`src/rtl/keypad_scan_pkg.sv`:
```
// Shared types and helpers for the 4x4 keypad scanner: FSM states, frame
// classes and the one-hot-low row strobe patterns.
package keypad_pkg;

  typedef enum logic [1:0] {
    IDLE     = 2'd0,
    DEBOUNCE = 2'd1,
    HELD     = 2'd2,
    RELEASE  = 2'd3
  } state_e;

  typedef enum logic [1:0] {
    FC_NONE  = 2'd0,
    FC_ONE   = 2'd1,
    FC_MULTI = 2'd2
  } frame_class_e;

  localparam logic [3:0] ROW0 = 4'b1110;
  localparam logic [3:0] ROW1 = 4'b1101;
  localparam logic [3:0] ROW2 = 4'b1011;
  localparam logic [3:0] ROW3 = 4'b0111;

  function automatic logic [3:0] row_strobe(input logic [1:0] idx);
    logic [3:0] r;
    case (idx)
      2'd0:    r = ROW0;
      2'd1:    r = ROW1;
      2'd2:    r = ROW2;
      default: r = ROW3;
    endcase
    return r;
  endfunction

  function automatic logic [2:0] count_low(input logic [3:0] v);
    logic [2:0] n;
    n = 3'd0;
    for (int i = 0; i < 4; i++) begin
      if (!v[i]) n = n + 3'd1;
    end
    return n;
  endfunction

  // Lowest-numbered low column wins, matching the scan order.
  function automatic logic [1:0] first_low(input logic [3:0] v);
    logic [1:0] idx;
    idx = 2'd0;
    for (int i = 3; i >= 0; i--) begin
      if (!v[i]) idx = 2'(i);
    end
    return idx;
  endfunction

endpackage

```
`src/rtl/keypad_scan_if.sv`:
```
// Keypad matrix lines and accepted-key outputs; master is the scanner side.
interface keypad_scan_if;
  logic [3:0] col;
  logic [3:0] row;
  logic [3:0] key_code;
  logic       key_valid;
  logic       key_pressed;

  modport master (
    input  col,
    output row, key_code, key_valid, key_pressed
  );

  modport slave (
    output col,
    input  row, key_code, key_valid, key_pressed
  );
endinterface

```
`src/rtl/keypad_scan_scan_divider.sv`:
```
// Row dwell timer: holds each row strobe SCAN_DIV cycles and flags the
// per-row sample edge and the end-of-frame edge (sample of row 3).
module scan_divider
  import keypad_pkg::*;
#(
  parameter int SCAN_DIV = 50000
) (
  input  logic       clk,
  input  logic       rstn,
  output logic [3:0] row,
  output logic [1:0] row_idx,
  output logic       sample,
  output logic       frame_end
);

  localparam int CW = (SCAN_DIV > 1) ? $clog2(SCAN_DIV) : 1;

  logic [CW-1:0] cnt_q, cnt_d;
  logic [1:0]    row_idx_q, row_idx_d;
  logic [3:0]    row_q, row_d;

  assign sample    = (cnt_q == CW'(SCAN_DIV - 1));
  assign frame_end = sample && (row_idx_q == 2'd3);
  assign row       = row_q;
  assign row_idx   = row_idx_q;

  always_comb begin
    cnt_d     = sample ? '0 : cnt_q + CW'(1);
    row_idx_d = sample ? row_idx_q + 2'd1 : row_idx_q;
    row_d     = row_strobe(row_idx_d);
  end

  always_ff @(posedge clk or negedge rstn) begin
    if (!rstn) begin
      cnt_q     <= '0;
      row_idx_q <= 2'd0;
      row_q     <= ROW0;
    end else begin
      cnt_q     <= cnt_d;
      row_idx_q <= row_idx_d;
      row_q     <= row_d;
    end
  end

endmodule

```
`src/rtl/keypad_scan.sv`:
```
// 4x4 hex keypad scanner: synchronises columns, classifies each scan frame
// and debounces press/release over whole frames.
//   state    | meaning
//   IDLE     | no key accepted, waiting for a single-key frame
//   DEBOUNCE | counting consecutive frames of the same single key
//   HELD     | key accepted, waiting for an empty frame
//   RELEASE  | counting consecutive empty frames
module keypad_scan
  import keypad_pkg::*;
#(
  parameter int SCAN_DIV        = 50000,
  parameter int DEBOUNCE_FRAMES = 8
) (
  input  logic          clk,
  input  logic          rstn,
  keypad_scan_if.master kp
);

  localparam int DW = $clog2(DEBOUNCE_FRAMES + 1);

  logic [3:0]   row_w;
  logic [1:0]   row_idx;
  logic         sample, frame_end;

  logic [3:0]   col_s1_q, col_s1_d, col_s2_q, col_s2_d;
  logic [1:0]   acc_cnt_q, acc_cnt_d;
  logic [3:0]   acc_code_q, acc_code_d;

  state_e       state_q, state_d;
  logic [DW-1:0] cnt_q, cnt_d;
  logic [3:0]   cand_q, cand_d;
  logic [3:0]   key_code_q, key_code_d;
  logic         key_valid_q, key_valid_d;
  logic         key_pressed_q, key_pressed_d;

  logic [2:0]   row_keys, tot_keys;
  logic [1:0]   acc_sum;
  logic [3:0]   acc_code_new;
  frame_class_e fclass;

  scan_divider #(.SCAN_DIV(SCAN_DIV)) u_div (
    .clk       (clk),
    .rstn      (rstn),
    .row       (row_w),
    .row_idx   (row_idx),
    .sample    (sample),
    .frame_end (frame_end)
  );

  assign kp.row         = row_w;
  assign kp.key_code    = key_code_q;
  assign kp.key_valid   = key_valid_q;
  assign kp.key_pressed = key_pressed_q;

  // Frame totals include the row being sampled on this edge.
  always_comb begin
    col_s1_d     = kp.col;
    col_s2_d     = col_s1_q;
    row_keys     = count_low(col_s2_q);
    tot_keys     = {1'b0, acc_cnt_q} + row_keys;
    acc_sum      = (tot_keys >= 3'd2) ? 2'd2 : tot_keys[1:0];
    acc_code_new = (acc_cnt_q == 2'd0 && row_keys != 3'd0) ?
                   {row_idx, first_low(col_s2_q)} : acc_code_q;
    case (acc_sum)
      2'd0:    fclass = FC_NONE;
      2'd1:    fclass = FC_ONE;
      default: fclass = FC_MULTI;
    endcase

    acc_cnt_d  = acc_cnt_q;
    acc_code_d = acc_code_q;
    if (frame_end) begin
      acc_cnt_d  = 2'd0;
      acc_code_d = 4'd0;
    end else if (sample) begin
      acc_cnt_d  = acc_sum;
      acc_code_d = acc_code_new;
    end
  end

  always_comb begin
    state_d       = state_q;
    cnt_d         = cnt_q;
    cand_d        = cand_q;
    key_code_d    = key_code_q;
    key_valid_d   = 1'b0;
    key_pressed_d = key_pressed_q;
    if (frame_end) begin
      case (state_q)
        IDLE: begin
          if (fclass == FC_ONE) begin
            cand_d = acc_code_new;
            if (DEBOUNCE_FRAMES == 1) begin
              state_d       = HELD;
              key_code_d    = acc_code_new;
              key_valid_d   = 1'b1;
              key_pressed_d = 1'b1;
              cnt_d         = '0;
            end else begin
              state_d = DEBOUNCE;
              cnt_d   = DW'(1);
            end
          end
        end
        DEBOUNCE: begin
          if (fclass == FC_ONE && acc_code_new == cand_q) begin
            if (cnt_q + DW'(1) == DW'(DEBOUNCE_FRAMES)) begin
              state_d       = HELD;
              key_code_d    = cand_q;
              key_valid_d   = 1'b1;
              key_pressed_d = 1'b1;
              cnt_d         = '0;
            end else begin
              cnt_d = cnt_q + DW'(1);
            end
          end else begin
            state_d = IDLE;
            cnt_d   = '0;
          end
        end
        HELD: begin
          if (fclass == FC_NONE) begin
            if (DEBOUNCE_FRAMES == 1) begin
              state_d       = IDLE;
              key_pressed_d = 1'b0;
              cnt_d         = '0;
            end else begin
              state_d = RELEASE;
              cnt_d   = DW'(1);
            end
          end
        end
        default: begin
          if (fclass == FC_NONE) begin
            if (cnt_q + DW'(1) == DW'(DEBOUNCE_FRAMES)) begin
              state_d       = IDLE;
              key_pressed_d = 1'b0;
              cnt_d         = '0;
            end else begin
              cnt_d = cnt_q + DW'(1);
            end
          end else begin
            state_d = HELD;
            cnt_d   = '0;
          end
        end
      endcase
    end
  end

  always_ff @(posedge clk or negedge rstn) begin
    if (!rstn) begin
      col_s1_q      <= 4'hF;
      col_s2_q      <= 4'hF;
      acc_cnt_q     <= 2'd0;
      acc_code_q    <= 4'd0;
      state_q       <= IDLE;
      cnt_q         <= '0;
      cand_q        <= 4'd0;
      key_code_q    <= 4'd0;
      key_valid_q   <= 1'b0;
      key_pressed_q <= 1'b0;
    end else begin
      col_s1_q      <= col_s1_d;
      col_s2_q      <= col_s2_d;
      acc_cnt_q     <= acc_cnt_d;
      acc_code_q    <= acc_code_d;
      state_q       <= state_d;
      cnt_q         <= cnt_d;
      cand_q        <= cand_d;
      key_code_q    <= key_code_d;
      key_valid_q   <= key_valid_d;
      key_pressed_q <= key_pressed_d;
    end
  end

endmodule

```
`src/flat_wrapper.sv`:
```
// flat-port wrapper written by rule: the top's interface ports become plain ports
module keypad_scan_flat import keypad_pkg::*;
#(
  parameter int SCAN_DIV        = 50000,
  parameter int DEBOUNCE_FRAMES = 8
)
  (clk, rstn, kp_col, kp_row, kp_key_code, kp_key_valid, kp_key_pressed);
  keypad_scan_if kp_i ();
  input  logic clk;
  input  logic rstn;
  input wire logic [$bits(kp_i.col)-1:0] kp_col;
  output wire logic [$bits(kp_i.row)-1:0] kp_row;
  output wire logic [$bits(kp_i.key_code)-1:0] kp_key_code;
  output wire logic [$bits(kp_i.key_valid)-1:0] kp_key_valid;
  output wire logic [$bits(kp_i.key_pressed)-1:0] kp_key_pressed;
  assign kp_i.col = kp_col;
  assign kp_row = kp_i.row;
  assign kp_key_code = kp_i.key_code;
  assign kp_key_valid = kp_i.key_valid;
  assign kp_key_pressed = kp_i.key_pressed;
  keypad_scan #(.SCAN_DIV(SCAN_DIV), .DEBOUNCE_FRAMES(DEBOUNCE_FRAMES)) u_core (.clk(clk), .rstn(rstn), .kp(kp_i));
endmodule
```
`config.mk`:
```
export PLATFORM = sky130hd
export DESIGN_NAME = keypad_scan_flat
export DESIGN_NICKNAME = d
export VERILOG_FILES = /design/src/rtl/keypad_scan_pkg.sv /design/src/rtl/keypad_scan_if.sv /design/src/rtl/keypad_scan_scan_divider.sv /design/src/rtl/keypad_scan.sv /design/src/flat_wrapper.sv
export SDC_FILE = /design/constraint.sdc
export NUM_CORES = 1
export LEC_CHECK = 0
export ABC_CLOCK_PERIOD_IN_PS = 12400
export CORE_ASPECT_RATIO = 1.2
export CORE_UTILIZATION = 63
export CTS_CLUSTER_DIAMETER = 100
export DETAILED_ROUTE_END_ITERATION = 6
export PLACE_DENSITY = 0.95
export SYNTH_ARGS = -nofsm -noshare
export SYNTH_HDL_FRONTEND = slang
export SYNTH_SLANG_ARGS = --single-unit
export TNS_END_PERCENT = 20
```
`constraint.sdc`:
```
create_clock -name clk -period 12.4 [get_ports clk]
set_clock_uncertainty 0.15 [all_clocks]
set_input_delay 1.24 -clock clk [delete_from_list [all_inputs] [get_ports clk]]
set_output_delay 1.24 -clock clk [all_outputs]
set_load 0.1 [all_outputs]
```
==> flow_summary_export.csv <==
group,metric,value,unit
logic_synthesis,syn_nets,268,
logic_synthesis,synth_flop_cell,"dfrtp_1",
grt,grt_usage,0.275,
logic_synthesis,synth.mux.area_fraction,0.0571,
route,route.met3.wl,226,um
placed_design,hpwl,3.57,mm
floorplan,fp-row-count,25,
power,power.static_leakage,0.00137,uW
logic_synthesis,synth-async-reset-ratio,1.00,
sta,finalSetupViolations,0,
route,via_count,1921,
route,wire_per_inst,16.2,um
floorplan,core,4040,um2
logic_synthesis,seq_area_frac_synth,0.484,
route,detail-route-antenna-nets,0,
setup_path,cpPeakStageDelay,0.55,ns
sta,rsz0062_at_grt,"false",
setup_path,worstSetupEndpointType,"flop",
route,top_layer_used,"met4",
sta,worst_slew_pin_slew,1.11,ns
placed_design,postPlaceCellArea,2890,um2
final_layout,finalNonFillerCells,323,
run_status,status,"finished, final reports clean",
setup_path,start_kind,"flop",
worst_hold_path,min_path_type,"flop to flop",
logic_synthesis,synth.avg_cell_area,10.7,um2
logic_synthesis,synthAdderAreaFrac,0.0442,
grt,grt_antenna_before_repair,0,
placed_design,place_inst,315,
setup_path,crit_path_top_delay_cell,"dfstp_2",
clock_network,cts_tree,"yes",
logic_synthesis,synth_top_family_by_area,"simple AND/OR/NAND/NOR gates",
logic_synthesis,synth-seq-cells,52,
logic_synthesis,synth-edff-count,0,
final_layout,antenna_cells,0,
logic_synthesis,ys_warn_count,0,
logic_synthesis,syn_area,2720,um2
logic_synthesis,yosys.area_share.simple,0.207,
logic_synthesis,synth.distinct_cells,53,
setup_path,arrival,4.61,ns
sta,finalCritPeriodShare,0.368,
clock_network,cts_hold_buf,0,
final_layout,final_nets,283,
route,met2_length,2.71,mm
sta,slew_viol_final,0,
clock_network,cts_setup_buffers,0,
route,first_pass_iters,4,
final_layout,fin_area,3030,um2
final_layout,final_common_cell,"dfrtp_1",
final_layout,n_fill_cell,257,
route,drt_iter0_drc,156,
placed_design,io_buffers,15,
grt,grt_pass1_vias,1991,
route,via_per_inst,5.95,
flow_run,drv_cap,0,
sta,hold_violations,0,
final_layout,drive_gt1_frac,0.134,
placed_design,gp_routability_congestion,0.866,
setup_path,required,12.44,ns
floorplan,ioPinCount,16,
final_layout,multi_input_area,1340,um2
sta,slew_headroom,0.260,
clock_network,clk_latency,0.31,ns
grt,grt_max_degree,53,
logic_synthesis,synth_xor_area_frac,0.0793,
floorplan,fp.dieW,61.9,um
grt,grt_pass1_wl,9.06,mm
setup_path,path_cells,"inv_1 -> ha_1 -> xnor2_1 -> ha_1 -> nor2_1 -> a31oi_2 -> fa_1 -> xnor3_1 -> nand2b_1 -> nor3_1 -> mux2i_1 -> or4b_4 -> nor3_4 -> mux2_4",
route,drt-met1-wl,2.16,mm
sta,min_period,4.56,ns
sta,max_freq,219,MHz
floorplan,initial_core_util,0.673,
clock_network,numCtsBuffers,5,
power,ir_drop,86.2,uV
floorplan,die_h,73.9,um
setup_path,cp_max_fo,7,
power,p_per_area,111,nW/um2
sta,tns,0,ns
final_layout,seq_area,1320,um2
final_layout,final_cell_mix,"dfrtp_1, nor2_1, nand2_1, xnor2_1, clkdlybuf4s50_1",
clock_network,cts.reportedPaths.clkPinSlew,0.10,ns
clock_network,htree_levels,2,
clock_network,cts_sinks,52,
clock_network,clockBufferDepth,2,
floorplan,die-area,4580,um2
clock_network,ctsResizeCount,0,
final_layout,area_growth,11.7,%
route,routed_wirelength,5.23,mm
clock_network,cts_root_buf,"clkbuf_8",
grt,grt_overflow,0,
logic_synthesis,synth_cells,253,
logic_synthesis,synth_compound_area_frac,0.104,
setup_path,critPathKind,"flop to flop",
route,drc_errors,0,
setup_path,worst_path_most_repeated_cell,"ha_1",
report_power, final:
part / internal, uW / switching [uW]
clock: 81.2 / 56.3
combinational: 9.78 / 16.2
sequential: 172 / 1.22
cell families after synthesis:
| group | count (synthesis) |
|---|---|
| simple gates | 104 |
| flops | 52 |
| compound gates | 38 |
| xor+xnor | 23 |
| buf+inv | 15 |
| mux | 12 |
| fa+ha+maj | 9 |
flip-flops by register name, summed over array words and instances, names as in the netlist:
| name | cells |
|---|---|
| u_core.state_q | 2 |
| u_core.col_s1_q | 4 |
| u_core.u_div.row_idx | 2 |
| u_core.cand_q | 4 |
| u_core.u_div.cnt_q | 16 |
| u_core.col_s2_q | 4 |
| u_core.cnt_q | 4 |
| u_core.u_div.row | 4 |
| u_core.kp.key_valid | 1 |
| u_core.kp.key_pressed | 1 |
| u_core.kp.key_code | 4 |
| u_core.acc_cnt_q | 2 |
| u_core.acc_code_q | 4 |
path summary, 6_finish.rpt:
check	startpoint	end	slack (ns)	depth (start not counted)
min in group asynchronous	rstn	u_core.u_div.row_idx[1]	0.98	1
setup reg to reg	u_core.col_s2_q[0]	u_core.kp.key_code[1]	7.84	14
setup / recovery	u_core.col_s2_q[0]	u_core.kp.key_code[1]	7.84	14
max in group asynchronous	rstn	u_core.kp.key_code[0]	10.43	1
hold / removal	u_core.col_s1_q[3]	u_core.col_s2_q[3]	0.21	0
hold reg to reg	u_core.col_s1_q[3]	u_core.col_s2_q[3]	0.21	0
Yosys cell counts (4+ instances only):
cell type / n / area (um2)
a21oi_1: 6 / 30.0
and2_1: 5 / 31.3
mux2_4: 4 / 60.1
nand3_1: 11 / 55.1
a22o_1: 4 / 35.0
o21ai_0: 8 / 40.0
xor2_1: 8 / 70.1
mux2i_1: 5 / 50.1
and3_1: 8 / 50.1
nor3b_1: 5 / 37.5
ha_1: 8 / 100
dfstp_2: 11 / 289
xnor2_1: 14 / 123
clkbuf_1: 5 / 18.8
nor2b_1: 5 / 31.3
nand2b_1: 10 / 62.6
nor3_1: 6 / 30.0
inv_1: 8 / 30.0
nor2_1: 23 / 86.3
dfrtp_1: 41 / 1030
nand2_1: 18 / 67.6
critical path, delay by kind of cell (launching register included):
family	cells	cell delay [ns]
adder cells (fa/ha/maj)	3	1.12
AND/OR/NAND/NOR	5	1.38
flip-flops	1	0.55
buffers and inverters	1	0.06
multiplexers	2	0.43
XOR/XNOR	2	0.65
AO/OA/AOI/OAI	1	0.10
per-stage QoR:
stage                     total power, uW  utilization  setup WS, ns  hold WS (ns)
after floorplan                       194            -          8.27         0.195
after global placement                200        0.717          8.07         0.196
after detailed placement              202        0.717          7.88         0.198
after CTS                             339        0.751          7.85         0.212
after global routing                  348        0.751          7.63         0.217
final                                 337        0.751          7.84         0.207
cell type report:
cell class                 instances  area share
multi-input combinational        186       0.441
inverter                           8     0.00991
tap                               54      0.0223
clock inverter                     3      0.0227
sequential                        52       0.434
timing repair buffer              15      0.0479
clock buffer                       5      0.0227
metal layers:
metal  GRT usage  vias to the layer above
met5           0                        -
met1       0.335                      937
met4       0.111                        0
li1            -                      912
met2       0.470                       59
met3      0.0563                       13
Power figures use the tool's default switching activity.
